### src/rtl/pipe_pkg.sv
// rtl/pipe_pkg.sv - shared pipeline control encodings
package pipe_pkg;

    typedef enum logic [1:0] {
        ST_RUN     = 2'd0,
        ST_DRAIN   = 2'd1,
        ST_HALTED  = 2'd2
    } pipe_state_t;

    localparam logic [1:0] FWD_RF  = 2'b00;
    localparam logic [1:0] FWD_MEM = 2'b01;
    localparam logic [1:0] FWD_WB  = 2'b10;

    localparam logic [3:0] jalOp = 4'b1101;
    localparam logic [3:0] jrOp  = 4'b1110;

    localparam int DRAIN_CYCLES_DEF = 3;

endpackage

### src/rtl/fwd_unit.sv
// rtl/fwd_unit.sv - EX operand forwarding select for one source register
module fwd_unit
    import pipe_pkg::*;
(
    input  logic [3:0] src_addr,
    input  logic [3:0] mem_dst_addr,
    input  logic       mem_we_rf,
    input  logic [3:0] wb_dst_addr,
    input  logic       wb_we_rf,
    output logic [1:0] fwd_sel
);

    // MEM is checked first because it holds the younger result
    always_comb begin
        fwd_sel = FWD_RF;
        if (mem_we_rf && (mem_dst_addr == src_addr)) begin
            fwd_sel = FWD_MEM;
        end else if (wb_we_rf && (wb_dst_addr == src_addr)) begin
            fwd_sel = FWD_WB;
        end
    end

endmodule

### src/rtl/hazard_ctrl.sv
// rtl/hazard_ctrl.sv - load-use stall, jump squash, halt drain and perf counters
module hazard_ctrl
    import pipe_pkg::*;
#(
    parameter int DRAIN_CYCLES = DRAIN_CYCLES_DEF,
    parameter int CNT_W        = 16
)(
    input  logic             clk,
    input  logic             rst_n,
    input  logic [3:0]       id_p0_addr,
    input  logic [3:0]       id_p1_addr,
    input  logic             id_re0,
    input  logic             id_re1,
    input  logic             id_j_ctrl,
    input  logic             id_hlt,
    input  logic [3:0]       ex_dst_addr,
    input  logic             ex_we_rf,
    input  logic             ex_re_mem,
    input  logic [3:0]       ex_src0_addr,
    input  logic [3:0]       ex_src1_addr,
    input  logic [3:0]       mem_dst_addr,
    input  logic             mem_we_rf,
    input  logic [3:0]       wb_dst_addr,
    input  logic             wb_we_rf,
    output logic             stall_pc,
    output logic             stall_if_id,
    output logic             bubble_id_ex,
    output logic             flush_if_id,
    output logic             j_take,
    output logic [1:0]       fwd0_sel,
    output logic [1:0]       fwd1_sel,
    output logic             halted,
    output logic [CNT_W-1:0] stall_cnt,
    output logic [CNT_W-1:0] flush_cnt
);

    localparam int DW = (DRAIN_CYCLES > 1) ? $clog2(DRAIN_CYCLES) : 1;
    localparam logic [DW-1:0] DRAIN_LOAD = DW'(DRAIN_CYCLES - 1);

    pipe_state_t   state, state_next;
    logic [DW-1:0] drain_cnt, drain_next;
    logic          lu;
    logic          hlt_acc;
    logic          running;

    assign lu = ex_re_mem & ex_we_rf &
                ((id_re0 & (id_p0_addr == ex_dst_addr)) |
                 (id_re1 & (id_p1_addr == ex_dst_addr)));

    assign running      = (state == ST_RUN);
    assign j_take       = id_j_ctrl & ~lu & running;
    assign stall_pc     = lu | hlt_acc | ~running;
    assign stall_if_id  = lu;
    assign bubble_id_ex = lu;
    assign flush_if_id  = j_take | hlt_acc | ~running;

    fwd_unit u_fwd0 (
        .src_addr     (ex_src0_addr),
        .mem_dst_addr (mem_dst_addr),
        .mem_we_rf    (mem_we_rf),
        .wb_dst_addr  (wb_dst_addr),
        .wb_we_rf     (wb_we_rf),
        .fwd_sel      (fwd0_sel)
    );

    fwd_unit u_fwd1 (
        .src_addr     (ex_src1_addr),
        .mem_dst_addr (mem_dst_addr),
        .mem_we_rf    (mem_we_rf),
        .wb_dst_addr  (wb_dst_addr),
        .wb_we_rf     (wb_we_rf),
        .fwd_sel      (fwd1_sel)
    );

    // A hlt stalled by a load-use hazard is accepted on the following cycle
    always_comb begin
        state_next = state;
        drain_next = drain_cnt;
        hlt_acc    = 1'b0;
        case (state)
            ST_RUN: begin
                if (id_hlt && !lu) begin
                    hlt_acc    = 1'b1;
                    state_next = ST_DRAIN;
                    drain_next = DRAIN_LOAD;
                end
            end
            ST_DRAIN: begin
                if (drain_cnt == '0) begin
                    state_next = ST_HALTED;
                end else begin
                    drain_next = drain_cnt - DW'(1);
                end
            end
            ST_HALTED: state_next = ST_HALTED;
            default:   state_next = ST_RUN;
        endcase
    end

    always_ff @(posedge clk or negedge rst_n) begin
        if (!rst_n) begin
            state     <= ST_RUN;
            drain_cnt <= '0;
            halted    <= 1'b0;
            stall_cnt <= '0;
            flush_cnt <= '0;
        end else begin
            state     <= state_next;
            drain_cnt <= drain_next;
            halted    <= (state_next == ST_HALTED);
            if (running && lu && (stall_cnt != '1)) begin
                stall_cnt <= stall_cnt + CNT_W'(1);
            end
            if (j_take && (flush_cnt != '1)) begin
                flush_cnt <= flush_cnt + CNT_W'(1);
            end
        end
    end

endmodule

### config.mk
export PLATFORM = sky130hd
export DESIGN_NAME = hazard_ctrl
export DESIGN_NICKNAME = d
export VERILOG_FILES = /design/src/rtl/pipe_pkg.sv /design/src/rtl/fwd_unit.sv /design/src/rtl/hazard_ctrl.sv
export SDC_FILE = /design/constraint.sdc
export NUM_CORES = 1
export LEC_CHECK = 0
export CAP_MARGIN = 20
export CORE_UTILIZATION = 48
export CTS_CLUSTER_SIZE = 28
export DETAILED_ROUTE_END_ITERATION = 12
export PLACE_DENSITY = 0.95
export SYNTH_ARGS = -nofsm -noshare
export SYNTH_HDL_FRONTEND = slang
export SYNTH_SLANG_ARGS = --single-unit
### constraint.sdc
create_clock -name clk -period 4.5 [get_ports clk]
set_input_delay 0.9 -clock clk [delete_from_list [all_inputs] [get_ports clk]]
set_output_delay 0.9 -clock clk [all_outputs]
set_load 0.01 [all_outputs]
# Word level (Yosys, flattened, before mapping)
# Index checks and enable logic that the tools add are counted.
# word_totals
ff_bits	37
word_cells	59
# classes
n_addsub	3
n_reduce_logical	13
n_bitwise	13
n_eq_ne	13
muxes	12
# ops
cell	count
adder 16 x 1 -> 16 bit (second input constant)	2
!= test 16 bit (second input constant)	2
equality test 4 bit	6
2-to-1 mux 2 bit	8
logical AND 1 bit	8
AND 1 bit	6
one-hot mux 2 bit (3 select lines)	1
OR 1 bit	5
equality test 2 bit (second input constant)	2
logical NOT 2 bit	2
one-hot mux 2 bit (2 select lines)	1
AND reduction 3 bit	1
equality test 2 x 1 -> 1 bit (second input constant)	1
2-to-1 mux 1 bit	2
!= test 2 x 1 -> 1 bit (second input constant)	1
!= test 2 bit (second input constant)	1
NOT 1 bit	2
nonzero test 2 bit	1
subtractor 2 x 1 -> 2 bit (second input constant)	1
logical NOT 1 bit	1

# Depth between registers and ports, before layout
# logic_depth
ltp_word	10
depth_mapped	8

# By module
# From an unflattened synthesis, not the netlist that was laid out.
# unflattened
cells_unflattened	233
hier_area_um2	2282.2
# by_module_without_submodules
module	n_inst	seq_area_each_um2	area_each_um2	cells_each
hazard_ctrl	1	925.9	2052.0	201
fwd_unit	2	0.0	115.1	16

# Worst setup path after synthesis
# Ideal clock, no wire load.
# synth_timing
path_type	in2out
startpoint	input id_p0_addr[3]
endpoint	output flush_if_id
path_slack_ps	1391
path_stages	6
arrival_ps	2209
n_path_buf	1
path_cell_list	xor2_1 or4_1 and2_1 inv_2 buf_2 o21ai_0
# synth_via
elab_chain_len	10
# synth_rtl
element	line_no	text
from (decl)	hazard_ctrl.sv:10	input logic [3:0] id_p0_addr,
equality test 4 bit (*)	hazard_ctrl.sv:47	((id_re0 & (id_p0_addr == ex_dst_addr)) |
AND 1 bit (*)	hazard_ctrl.sv:47	
OR 1 bit (*)	hazard_ctrl.sv:47	
AND 1 bit (*)	hazard_ctrl.sv:46	assign lu = ex_re_mem & ex_we_rf &
net bubble_id_ex	hazard_ctrl.sv:27	output logic bubble_id_ex,
logical NOT 1 bit	hazard_ctrl.sv:82	if (id_hlt && !lu) begin
logical AND 1 bit	hazard_ctrl.sv:82	
2-to-1 mux 1 bit	hazard_ctrl.sv:82	
2-to-1 mux 1 bit	hazard_ctrl.sv:80	case (state)
OR 1 bit (*) (2 in a row)	hazard_ctrl.sv:55	assign flush_if_id = j_take | hlt_acc | ~running;
to (decl)	hazard_ctrl.sv:28	output logic flush_if_id,
# The timed path passes the listed nets; every way through them passes the cells marked *.

# Worst setup path in the final report
# layout_timing
startpoint	input ex_dst_addr[0]
endpoint	output stall_pc
# layout_via
elab_chain_len	10
# layout_rtl
element	line_no	text
from (decl)	hazard_ctrl.sv:16	input logic [3:0] ex_dst_addr,
equality test 4 bit, on equally long branches	hazard_ctrl.sv:47, hazard_ctrl.sv:48	
AND 1 bit, on equally long branches	hazard_ctrl.sv:47, hazard_ctrl.sv:48	
OR 1 bit (*)	hazard_ctrl.sv:47	
AND 1 bit (*)	hazard_ctrl.sv:46	
logical NOT 1 bit	hazard_ctrl.sv:82	
logical AND 1 bit	hazard_ctrl.sv:82	
2-to-1 mux 1 bit	hazard_ctrl.sv:82	
2-to-1 mux 1 bit	hazard_ctrl.sv:80	
OR 1 bit (*) (2 in a row)	hazard_ctrl.sv:52	assign stall_pc = lu | hlt_acc | ~running;
to (decl)	hazard_ctrl.sv:25	output logic stall_pc,
# Mark *: on every way between the ends. The rest lies on a longest branch, timed or not.

==> metrics.yaml <==
drv_cap: 0
cts_root_buf: "clkbuf_8"
synth_nets: 265
critPathMaxFanout: 10
start_util: 0.498
numCtsBuffers: 5
syn_inst: 224
hold_buffers: 0
synth_area_um2: 2170
max_slew.worst_pin.slew_ns: 0.573
grt_use_total: 0.234
drtIter0Drc: 181
num_rows: 24
irDropWorstVdd_v: 0.000159
period_minus_slack_ns: 4.00
crit_path_max_incr_delay_ns: 0.54
num_vias: 2028
die_x_um: 69.2
synth_area_leaders: "dfrtp_1 (43%), xor2_1 (16%), xnor2_1 (4.8%)"
crit_family: "buffers and inverters"
drive_gt1_frac: 0.0649
dr.pass1.iters: 4
timing.final.crit_share: 0.889
intPower_mw: 0.673
grt_pass1_vias: 1940
status: "finished clean"
cp.required_ns: 3.60
grt_start_max_net_pins: 38
rsz0062_at_grt: "no"
antenna_found_initial: 0
antenna_cells: 0
placed_cell_area_um2: 3020
fillCellCount: 340
core_area_um2: 4350
startpoint_type: "input pin"
p_clk_frac: 0.217
synth_area_leader_cell: "dfrtp_1"
final-hold-violation-count: 0
grt_pass1_wl_um: 9030
max_freq_mhz: 250
async_reset_ff_frac: 1.00
synth_top_area_share: 0.427
cts.htree.levels: 2
slew_headroom: 0.616
ys_ff_latch: 37
swShare: 0.341
cts_resized: 0
die_y_um: 69.2
clock_latency_ns: 0.29
synth_edf_count: 0
cp_slowest_cell: "clkdlybuf4s50_1"
io_buffers: 79
cts_tree: "yes"
hpwlAfterDp_um: 4160
stdcell_count: 360
gp_congestion: 0.788
hold_path_class: "flop to flop"
power_density_nw_per_um2: 329
post-cts-setup-buffers: 0
cts_max_path_buffers: 2
pwr-share-seq: 0.436
syn_avg_cell_area_um2: 9.68
synthFlopType: "dfrtp_1"
overflow: 0
wl_per_cell_um: 14.7
cp_cell_sequence: "clkdlybuf4s50_1, xnor2_1, nand4_1, or4_1, and2_1, inv_2, or3_1, clkdlybuf4s50_1"
power.net_switching_mw: 0.348
yosysMostFrequentCell: "xor2_1"
ant_nets: 0
io_pins: 80
power_leakage_nw: 1.34
yosysSeqAreaShare: 0.427
cp.buffers_inverters: 3
setup_tns_ns: 0
routed_wl_um: 5310
finalSetupViolations: 0
nets: 348
yosysUniqueCellTypes: 32
drc_errors: 0
cts_sinks: 37
synth_top_cells_by_count: "xor2_1 (39), dfrtp_1 (37), nand2_1 (18), nand3_1 (18), nor2_1 (14)"
cpMostUsedCell: "clkdlybuf4s50_1"
dp.cells: 352
place_ws_ns: 0.503
syn_to_final_growth_pct: 43.0
final_area_um2: 3100
worstSetupEndpointType: "output port"
clk_pin_slew_ns: 0.07
drv_slew: 0
die_area_um2: 4790
skew_ns: 0.00500
power_frac_comb: 0.348
crit_type: "input pin to output port"
yosysWarnings: 0
cp.arrival_ns: 3.10
vias_per_cell: 5.63
setup_ws_ns: 0.501
## power groups by stage
stage          sequential (mW)  clock [mW]  combinational (mW)
3_3_place_gp             0.445           0               0.339
6_report                 0.445       0.221               0.355
3_5_place_dp             0.449           0               0.353
2_1_floorplan            0.449           0               0.171
5_1_grt                  0.453       0.237               0.393
4_1_cts                  0.444       0.224               0.356
## layer usage
metal / global-route usage / wire length [µm] / up-vias
li1: - / - / 952
met1: 0.288 / 2150 / 967
met2: 0.405 / 2690 / 100
met3: 0.0422 / 350 / 9
met4: 0.0907 / 117 / 0
met5: 0 / 0 / -
## metrics by stage
step           hold slack (ns)  power [mW]   util
6_report                 0.493        1.02  0.712
2_1_floorplan            0.482       0.620      -
4_1_cts                  0.494        1.02  0.712
5_1_grt                  0.527        1.08  0.712
3_5_place_dp             0.487       0.803  0.693
3_3_place_gp             0.478       0.784  0.693
## kinds of logic after synthesis
group,count (synthesis),synth area share
AOI/OAI and AO/OA,9,0.0237
xor gates and xnor gates,51,0.206
adders and majority gates,3,0.0173
buffers and inverters,14,0.0288
DFF,37,0.427
muxes,7,0.0346
and+or+nand+nor,103,0.263
## layout make-up
class                   instances  area, µm²  share of cell area
multi-input cells             173       1180               0.381
clock buffers                   6       72.6              0.0234
repair buffers                 83        821               0.265
inverters                       7       26.3             0.00847
well taps                      52       65.1              0.0210
flip-flops and latches         37        926               0.299
clock inverters                 2       10.0             0.00323
## worst paths after layout
path / cells after the start / slack [ns] / startpoint / endpoint
max in group asynchronous: 2 / 3.14 / rst_n / halted
worst max-delay path: 8 / 0.50 / ex_dst_addr[0] / stall_pc
worst min register to register: 1 / 0.49 / stall_cnt[15] / stall_cnt[15]
worst min-delay path: 1 / 0.49 / stall_cnt[15] / stall_cnt[15]
worst max register to register: 7 / 2.42 / flush_cnt[0] / flush_cnt[1]
min in group asynchronous: 2 / 1.04 / rst_n / stall_cnt[13]
## sequential cells by signal (all words and copies together), names as in the netlist
register / flops
state: 2
drain_cnt: 2
stall_cnt: 16
halted: 1
flush_cnt: 16
## cells in the final DEF (no fill, tap or decap)
master,count
or4_1,2
o211ai_1,1
nand4_1,11
and3_1,2
and4_1,2
inv_2,1
nand3_1,18
nor3_1,12
nand2b_1,1
a21oi_1,1
clkinv_2,2
nor4b_1,4
inv_1,6
or3_1,3
clkdlybuf4s50_1,79
mux2_1,1
dfrtp_1,37
clkbuf_8,5
buf_4,4
mux2i_1,3
nand2_1,18
or2_2,1
ha_1,3
mux2_2,3
o21ai_0,5
clkbuf_1,1
xnor2_1,12
nor4_2,4
a31oi_1,1
nor2_1,14
nor4_1,10
and2_1,1
xor2_1,39
o21bai_1,1
(Power assumes the default switching activity.)
